$ cat config.mk
export PLATFORM = sky130hd
export DESIGN_NAME = alu_digit_serial
export DESIGN_NICKNAME = d
export VERILOG_FILES = /design/src/rtl/alu_pkg.sv /design/src/rtl/alu_digit_slice.sv /design/src/rtl/alu_digit_serial.sv
export SDC_FILE = /design/constraint.sdc
export NUM_CORES = 1
export LEC_CHECK = 0
export ABC_AREA = 1
export CORE_UTILIZATION = 55
export CTS_BUF_LIST = sky130_fd_sc_hd__clkbuf_4 sky130_fd_sc_hd__clkbuf_8
export DETAILED_ROUTE_END_ITERATION = 10
export GPL_TIMING_DRIVEN = 0
export PLACE_DENSITY = 0.88
export SLEW_MARGIN = 30
export SYNTH_ARGS = -nofsm -noshare
export SYNTH_HDL_FRONTEND = slang
export SYNTH_SLANG_ARGS = --single-unit
$ cat constraint.sdc
create_clock -name clk -period 5.2 [get_ports clk]
set_clock_uncertainty 0.05 [all_clocks]
set_input_delay 1.04 -clock clk [delete_from_list [all_inputs] [get_ports clk]]
set_output_delay 1.04 -clock clk [all_outputs]
set_load 0.01 [all_outputs]
$ cat src/rtl/alu_pkg.sv
// Shared definitions for the digit-serial ALU: opcodes, FSM encoding and
// the per-opcode carry/operand rules used by both the top and the slice.
package alu_pkg;

   localparam logic [2:0] OP_INC = 3'b000;
   localparam logic [2:0] OP_ADD = 3'b001;
   localparam logic [2:0] OP_SUB = 3'b010;
   localparam logic [2:0] OP_DEC = 3'b011;
   localparam logic [2:0] OP_AND = 3'b100;
   localparam logic [2:0] OP_OR  = 3'b101;
   localparam logic [2:0] OP_XOR = 3'b110;
   localparam logic [2:0] OP_NOT = 3'b111;

   typedef enum logic [1:0] {
      S_IDLE = 2'd0,
      S_BUSY = 2'd1,
      S_DONE = 2'd2
   } state_t;

   // Carry fed into digit 0: SUB and INC add one, DEC adds all-ones with no carry.
   function automatic logic init_carry(input logic [2:0] op, input logic cin);
      case (op)
         OP_ADD:         return cin;
         OP_SUB, OP_INC: return 1'b1;
         default:        return 1'b0;
      endcase
   endfunction

   function automatic logic is_arith(input logic [2:0] op);
      return ~op[2];
   endfunction

   // Sign of the B operand as actually presented to the adder.
   function automatic logic b_sign_eff(input logic [2:0] op, input logic b_msb);
      case (op)
         OP_SUB:  return ~b_msb;
         OP_DEC:  return 1'b1;
         OP_INC:  return 1'b0;
         default: return b_msb;
      endcase
   endfunction

endpackage

$ cat src/rtl/alu_digit_slice.sv
// Combinational DIGIT-wide ALU slice; all eight operations, carry in/out
// for the arithmetic group, carry_out forced low for logic operations.
module alu_digit_slice
   import alu_pkg::*;
#(
   parameter int DIGIT = 4
) (
   input  logic [DIGIT-1:0] a_d,
   input  logic [DIGIT-1:0] b_d,
   input  logic [2:0]       op,
   input  logic             carry_in,
   output logic [DIGIT-1:0] f_d,
   output logic             carry_out
);

   logic [DIGIT-1:0] b_eff;
   logic [DIGIT:0]   sum;

   always_comb begin
      // NOTE: every output of a combinational block gets a default first, so no path infers a latch.
      b_eff     = b_d;
      sum       = '0;
      f_d       = '0;
      carry_out = 1'b0;

      case (op)
         OP_SUB:  b_eff = ~b_d;
         OP_DEC:  b_eff = '1;
         OP_INC:  b_eff = '0;
         default: b_eff = b_d;
      endcase

      sum = {1'b0, a_d} + {1'b0, b_eff} + {{DIGIT{1'b0}}, carry_in};

      case (op)
         OP_AND: f_d = a_d & b_d;
         OP_OR:  f_d = a_d | b_d;
         OP_XOR: f_d = a_d ^ b_d;
         OP_NOT: f_d = ~a_d;
         default: begin
            f_d       = sum[DIGIT-1:0];
            carry_out = sum[DIGIT];
         end
      endcase
   end

endmodule

$ cat src/rtl/alu_digit_serial.sv
// Digit-serial ALU: WIDTH-bit operands processed DIGIT bits per clock, LSB first,
// with valid/ready handshakes. Define ALU_FLAGS_EN to build the {ovf, neg, zero} flags.
module alu_digit_serial
   import alu_pkg::*;
#(
   parameter int WIDTH = 16,
   parameter int DIGIT = 4
) (
   input  logic             clk,
   input  logic             rst,
   input  logic             in_valid,
   output logic             in_ready,
   input  logic [2:0]       op,
   input  logic [WIDTH-1:0] a,
   input  logic [WIDTH-1:0] b,
   input  logic             cin,
   output logic             out_valid,
   input  logic             out_ready,
   output logic [WIDTH-1:0] result,
   output logic             cout,
   output logic [2:0]       flags
);

   localparam int N     = WIDTH / DIGIT;
   localparam int CNT_W = (N > 1) ? $clog2(N) : 1;
   localparam int IDX_W = (WIDTH > 1) ? $clog2(WIDTH) : 1;

   generate
      if (DIGIT < 1 || (WIDTH % DIGIT) != 0) begin : g_bad_params
         $error("alu_digit_serial: WIDTH (%0d) must be a multiple of DIGIT (%0d)", WIDTH, DIGIT);
      end
   endgenerate

   state_t           state, state_nx;
   logic [WIDTH-1:0] a_r, b_r, result_r;
   logic [2:0]       op_r;
   logic             carry_r, cout_r;
   logic [CNT_W-1:0] cnt;
   logic [IDX_W-1:0] base;
   logic             accept, last_digit;
   logic [DIGIT-1:0] f_d;
   logic             carry_out;

   assign in_ready   = (state == S_IDLE);
   assign out_valid  = (state == S_DONE);
   assign accept     = in_valid && in_ready;
   assign last_digit = (cnt == CNT_W'(N - 1));
   assign base       = IDX_W'(int'(cnt) * DIGIT);
   assign result     = result_r;
   assign cout       = cout_r;

   always_ff @(posedge clk) begin
      // NOTE: sequential state uses non-blocking <= so every register sees pre-edge values.
      if (rst) state <= S_IDLE;
      else     state <= state_nx;
   end

   always_comb begin
      state_nx = state;
      case (state)
         S_IDLE:  if (accept)     state_nx = S_BUSY;
         S_BUSY:  if (last_digit) state_nx = S_DONE;
         S_DONE:  if (out_ready)  state_nx = S_IDLE;
         default: state_nx = S_IDLE;
      endcase
   end

   // One shared slice; the digit index selects which operand bits it sees.
   alu_digit_slice #(.DIGIT(DIGIT)) u_slice (
      .a_d       (a_r[base +: DIGIT]),
      .b_d       (b_r[base +: DIGIT]),
      .op        (op_r),
      .carry_in  (carry_r),
      .f_d       (f_d),
      .carry_out (carry_out)
   );

   always_ff @(posedge clk) begin
      if (rst) begin
         a_r      <= '0;
         b_r      <= '0;
         op_r     <= '0;
         result_r <= '0;
         carry_r  <= 1'b0;
         cout_r   <= 1'b0;
         cnt      <= '0;
      end else if (accept) begin
         a_r     <= a;
         b_r     <= b;
         op_r    <= op;
         carry_r <= init_carry(op, cin);
         cnt     <= '0;
      end else if (state == S_BUSY) begin
         result_r[base +: DIGIT] <= f_d;
         carry_r                 <= carry_out;
         cnt                     <= cnt + CNT_W'(1);
         if (last_digit) cout_r <= carry_out;
      end
   end

`ifdef ALU_FLAGS_EN
   logic [WIDTH-1:0] res_nx;
   logic [2:0]       flags_nx, flags_r;
   logic             ovf;

   // Flags are taken from the result as it will look after the final digit lands.
   always_comb begin
      res_nx              = result_r;
      res_nx[base +: DIGIT] = f_d;
      ovf = is_arith(op_r)
            && (a_r[WIDTH-1] == b_sign_eff(op_r, b_r[WIDTH-1]))
            && (res_nx[WIDTH-1] != a_r[WIDTH-1]);
      flags_nx = {ovf, res_nx[WIDTH-1], (res_nx == '0)};
   end

   always_ff @(posedge clk) begin
      if (rst)                                flags_r <= 3'b000;
      else if (state == S_BUSY && last_digit) flags_r <= flags_nx;
   end

   assign flags = flags_r;
`else
   assign flags = 3'b000;
`endif

endmodule

Word level (Yosys, flattened, before mapping)
Cells that the tools add are included.
Widths: inputs -> output; s select.
{ "op_classes": {"mux": 11, "shift": 4, "bitwise": 6, "n_reduce_logical": 11, "eq_ne": 14, "n_addsub": 4} }
{ "op_table": {"columns": ["cell", "count"], "rows": [
  ["$shiftx 16x5->4", 2],
  ["$bwmux 16", 1],
  ["$pmux 4 s4", 1],
  ["$shift 4x6->16 const A", 1],
  ["$shiftx 4x6->16", 1],
  ["$eq 3x3->1 const B", 4],
  ["$pmux 4 s3", 1],
  ["$eq 3x2->1 const B", 3],
  ["$not 4->4", 2],
  ["$logic_not 3->1", 2],
  ["$mux 2", 3],
  ["$neg 4->6", 1],
  ["$pmux 2 s3", 1],
  ["$reduce_and 3->1", 2],
  ["$add 4x4->5", 1],
  ["$add 5x1->5", 1],
  ["$and 4x4->4", 1],
  ["$eq 2x2->1 const B", 2],
  ["$ne 2x1->1 const B", 2],
  ["$or 4x4->4", 1],
  ["$reduce_or 2->1", 2],
  ["$reduce_or 4->1", 1],
  ["$xor 4x4->4", 1],
  ["$eq 3x1->1 const B", 1],
  ["other kinds (10)", 12]
]} }
{ "totals": {"output_inout_bits": 22, "ff_bits": 57, "inputBits": 40, "elab_cells": 58} }

Longest topological paths before layout
{ "logic_depth": {"word_depth": 8, "depth_mapped": 17, "depth_no_buf": 15} }

Modules after synthesis
From an unflattened synthesis, not the netlist that was laid out.
{ "hier_totals": {"cells_unflattened": 427, "area_unflattened_um2": 2980.4} }
{ "by_module_without_submodules": {"columns": ["module", "seq_area_each_um2", "n_inst", "area_per_inst_um2", "cells_per_inst"], "rows": [
  ["alu_digit_serial", 1141.1, 1, 2447.3, 344],
  ["alu_digit_slice", 0.0, 1, 533.0, 83]
]} }

Least setup slack after synthesis
OpenSTA, ideal clock, no wires.
{ "synth_path": {"kind": "register to register", "start": "register cnt[0]", "end": "register result_r[13], in the netlist result[13]", "path_buffers": 2, "t_arrival_ns": 2.478, "path_stages_with_launch": 16, "setup_slack_ns": 2.539, "setup_ns": 0.134, "synth_period_minus_slack_ns": 2.661, "t_required_ns": 5.016, "path_cell_list": "dfxtp_1 > buf_6 > inv_4 > buf_2 > nand2_1 > nand3_1 > nand2_1 > nand3_1 > o21ai_0 > fa_1 > fa_1 > or2_2 > nand2_1 > nor2_2 > nand3_1 > a21oi_1"} }
{ "synth_via": {"elab_chain_len": 8, "word_cells_on_any_way": 15, "cone_classes": "add/sub: 3; shift: 4; mux: 3; bitwise: 5"} }
{ "synth_rtl": {"columns": ["item", "line", "rtl"], "rows": [
  ["start: declaration", "alu_digit_serial.sv:38", "logic [CNT_W-1:0] cnt;"],
  ["start signal: assignment", "alu_digit_serial.sv:96", "cnt <= cnt + CNT_W'(1);"],
  ["$shiftx 16x5->4", "alu_digit_serial.sv:71", ".b_d (b_r[base +: DIGIT]),"],
  ["$not 4->4", "alu_digit_slice.sv:27", "OP_SUB: b_eff = ~b_d;"],
  ["$pmux 4 s3", "alu_digit_slice.sv:26", "case (op)"],
  ["$add 4x4->5", "alu_digit_slice.sv:33", "sum = {1'b0, a_d} + {1'b0, b_eff} + {{DIGIT{1'b0}}, carry_in};"],
  ["$add 5x1->5", "alu_digit_slice.sv:33", null],
  ["$pmux 4 s4", "alu_digit_slice.sv:35", "case (op)"],
  ["$shiftx 4x6->16", "alu_digit_serial.sv:94", "result_r[base +: DIGIT] <= f_d;"],
  ["$bwmux 16 *", "alu_digit_serial.sv:94", null],
  ["end signal: assignment", "alu_digit_serial.sv:83", "result_r <= '0;"],
  ["end signal: indexed assignment", "alu_digit_serial.sv:94", null],
  ["end: declaration", "alu_digit_serial.sv:35", "logic [WIDTH-1:0] a_r, b_r, result_r;"]
]} }
Mark *: on every way between the ends. The rest lies on a longest branch, timed or not.
A chain may end at the register's enable or synchronous reset.

Worst setup path in the final report
{ "layout_path": {"start": "register cnt[0]", "end": "register result_r[5], in the netlist result[5]"} }
Same word-level chain as after synthesis.

==> results.py <==
metrics = {
    "run_status": {
        "status": "finished, final reports clean",
    },
    "synth": {
        "postSynthAreaPerCell_um2": 7.00,
        "yosysSeqAreaShare_pct": 38.1,
        "synth.top_cells.by_count": "98 x nand2_1, 77 x nor2_1, 57 x dfxtp_1",
        "yosys_warnings": 0,
        "synthFlopType": "dfxtp_1",
        "synthCells": 428,
        "synth_edf_count": 0,
        "async_reset_ff_share_pct": 0,
        "synth_area_um2": 2990,
        "synth_top_cell_by_area": "dfxtp_1",
        "ys_ff_latch": 57,
        "synthTopCellsByArea": "dfxtp_1 38%, nand2_1 12%, nor2_1 9.7%, ha_1 7.5%, o21ai_0 7.2%",
        "synth.most_common_cell": "nand2_1",
        "ys_types": 29,
        "netlist.area_leader.share_pct": 38.1,
    },
    "detailed_routing": {
        "vias": 3016,
        "wirelength_mm": 7.67,
        "antenna_left": 0,
        "wl_per_cell_um": 13.4,
        "drc": 0,
        "avgViaCountPerCell": 5.26,
        "drt_pass1_iterations": 5,
        "drt_iter0_drc": 182,
    },
    "timing": {
        "setup_tns_ns": 0,
        "rsz0062_at_grt": "no",
        "drv_slew": 0,
        "fin_crit_ns": 3.07,
        "setup_viol": 0,
        "fmax_ghz": 0.326,
        "finalCritPeriodShare_pct": 59.0,
        "finalHoldViolCount": 0,
    },
    "pwr": {
        "powerDensity_nw_per_um2": 288,
        "vdd_ir_drop_max_v": 0.000218,
        "p_leak_nw": 1.66,
    },
    "cts": {
        "clk_latency_ns": 0.33,
        "clock-sinks": 57,
        "cts_setup_buffers": 0,
        "cts_buffers": 9,
        "cts-htree-levels": 3,
        "cts_hold_buffers": 0,
        "cts_buffer_depth": 2,
        "cts_resized": 0,
        "path_clk_slew_ns": 0.06,
        "root_buffer": "clkbuf_8",
        "cts_tree": "yes",
    },
    "die": {
        "core_region_area_um2": 5170,
        "num_io_pins": 62,
        "start_util_pct": 57.9,
        "dieHeight_um": 75.8,
        "die_x_um": 75.8,
        "rows": 26,
        "dieArea_um2": 5740,
    },
    "global_routing": {
        "grt_pass1_wl_mm": 12.3,
        "met1_usage_pct": 35.9,
        "busiest_layer": "met2",
        "grt_start_max_net_pins": 13,
        "grt_util_all_layers_pct": 29.1,
        "grt_util_met2_pct": 49.7,
        "grt_pass1_vias": 2789,
        "use_met3_pct": 6.35,
        "antenna_found_initial": 0,
        "overflow": 0,
    },
    "placement": {
        "gp_congestion": 0.870,
        "port_buffers": 58,
        "post-dp-hpwl_mm": 5.56,
    },
    "setup_path": {
        "crit_path_start": "cnt[0]",
        "critical_path_class": "flop to flop",
        "critPathMaxFanout": 12,
        "reg2reg_from": "cnt[0]",
        "r2r_setup_slack_ns": 2.13,
        "cp-end-kind": "flop",
        "start_kind": "flop",
        "cp_data_arrival_time_ns": 3.21,
        "required_ns": 5.34,
        "worst_r2r_path_depth": 15,
        "r2r_end": "result[5]",
        "crit_end": "result[5]",
    },
    "cells_and_area": {
        "drive_above_1_share_pct": 8.95,
        "n_fill_cell": 394,
        "area_delta_synth_final_pct": 29.2,
        "n_antenna_cell": 0,
        "utilization_pct": 74.8,
        "finalNetCount": 559,
    },
    "hold_path": {
        "hp-class": "flop to flop",
    },
    "run": {
        "maxCapViolations": 0,
    },
}
## worst max-delay path: stages, from the launching register on
cell and delay (ns):
dfxtp_1 0.36, buf_6 0.16, inv_4 0.10, buf_2 0.27, nand2_1 0.08, nand3_1 0.09
nand2_1 0.11, nand3_1 0.08, o21ai_0 0.14, fa_1 0.45, fa_1 0.43, or2_2 0.29
nand2_1 0.10, nor2_2 0.06, nand3_1 0.09, a21oi_1 0.07
## kinds of logic after synthesis
group,after synthesis,share of synthesized area [%]
fa+ha+maj,20,8.86
buf+inv,47,7.81
xor+xnor,1,0.293
compound gates,70,12.1
flops,57,38.1
other cells,1,0.125
simple gates,232,32.7
## report_power, final
group	total, W	internal [W]	leakage, nW	switching (W)
Combinational	0.000221	0.0000932	1.09	0.000128
Clock	0.000414	0.000248	0.106	0.000166
Sequential	0.000480	0.000464	0.468	0.0000160
Total	0.00112	0.000806	1.66	0.000310
## final cells by class
type                       instances  area (µm²)  share of cell area, %
clock buffer                      12         159                   4.11
timing repair buffer              58         581                   15.0
inverter                          23        90.1                   2.33
multi-input combinational        326        1630                   42.0
buffer                            24         144                   3.72
clock inverter                     3        40.0                   1.03
sequential                        57        1140                   29.5
tap                               70        87.6                   2.26
## sequential cells by signal, indices dropped and copies added (netlist names)
register  flops
cout          1
b_r          16
a_r          16
carry_r       1
op_r          3
state         2
cnt           2
result       16
## layer usage
metal,wire length (µm),vias to the layer above
met5,0,-
met4,103,0
met3,475,14
met2,3770,124
met1,3330,1356
li1,-,1522
## layout by cell type (no fill, tap or decap), types with 2 or more instances in the layout
master / instances
ha_1: 18
nand4_1: 5
clkbuf_8: 11
nand2_1: 98
conb_1: 3
a21oi_2: 2
buf_2: 7
clkinv_2: 3
nor2_2: 4
o21ai_0: 43
clkdlybuf4s50_1: 58
a21oi_1: 23
inv_1: 18
nor2_1: 77
fa_1: 2
clkbuf_1: 9
or2_2: 2
nand3_1: 42
clkinv_1: 2
dfxtp_1: 57
buf_6: 4
buf_4: 4
## per-stage QoR
stage	power, W	worst slack [ns]	instances	hold WS [ns]	instance area (µm²)
after CTS	0.00111	2.17	573	0.415	3870
after global routing	0.00117	1.94	573	0.431	3870
after floorplan	0.000628	2.54	430	0.405	3000
after global placement	0.000698	2.24	558	0.402	3670
final	0.00112	2.13	573	0.414	3870
after detailed placement	0.000705	2.21	558	0.406	3670
## worst min path at each step
stage / to / slack (ns) / from / depth (start not counted)
after floorplan: a_r[12] / 0.40 / a_r[12] / 2
after global placement: result[0] / 0.40 / result[0] / 2
after detailed placement: result[1] / 0.41 / result[1] / 2
after CTS: result[1] / 0.41 / result[1] / 2
after global routing: result[9] / 0.43 / result[9] / 2
final: result[1] / 0.41 / result[1] / 2
No activity file was read; power rests on OpenSTA's default activity.
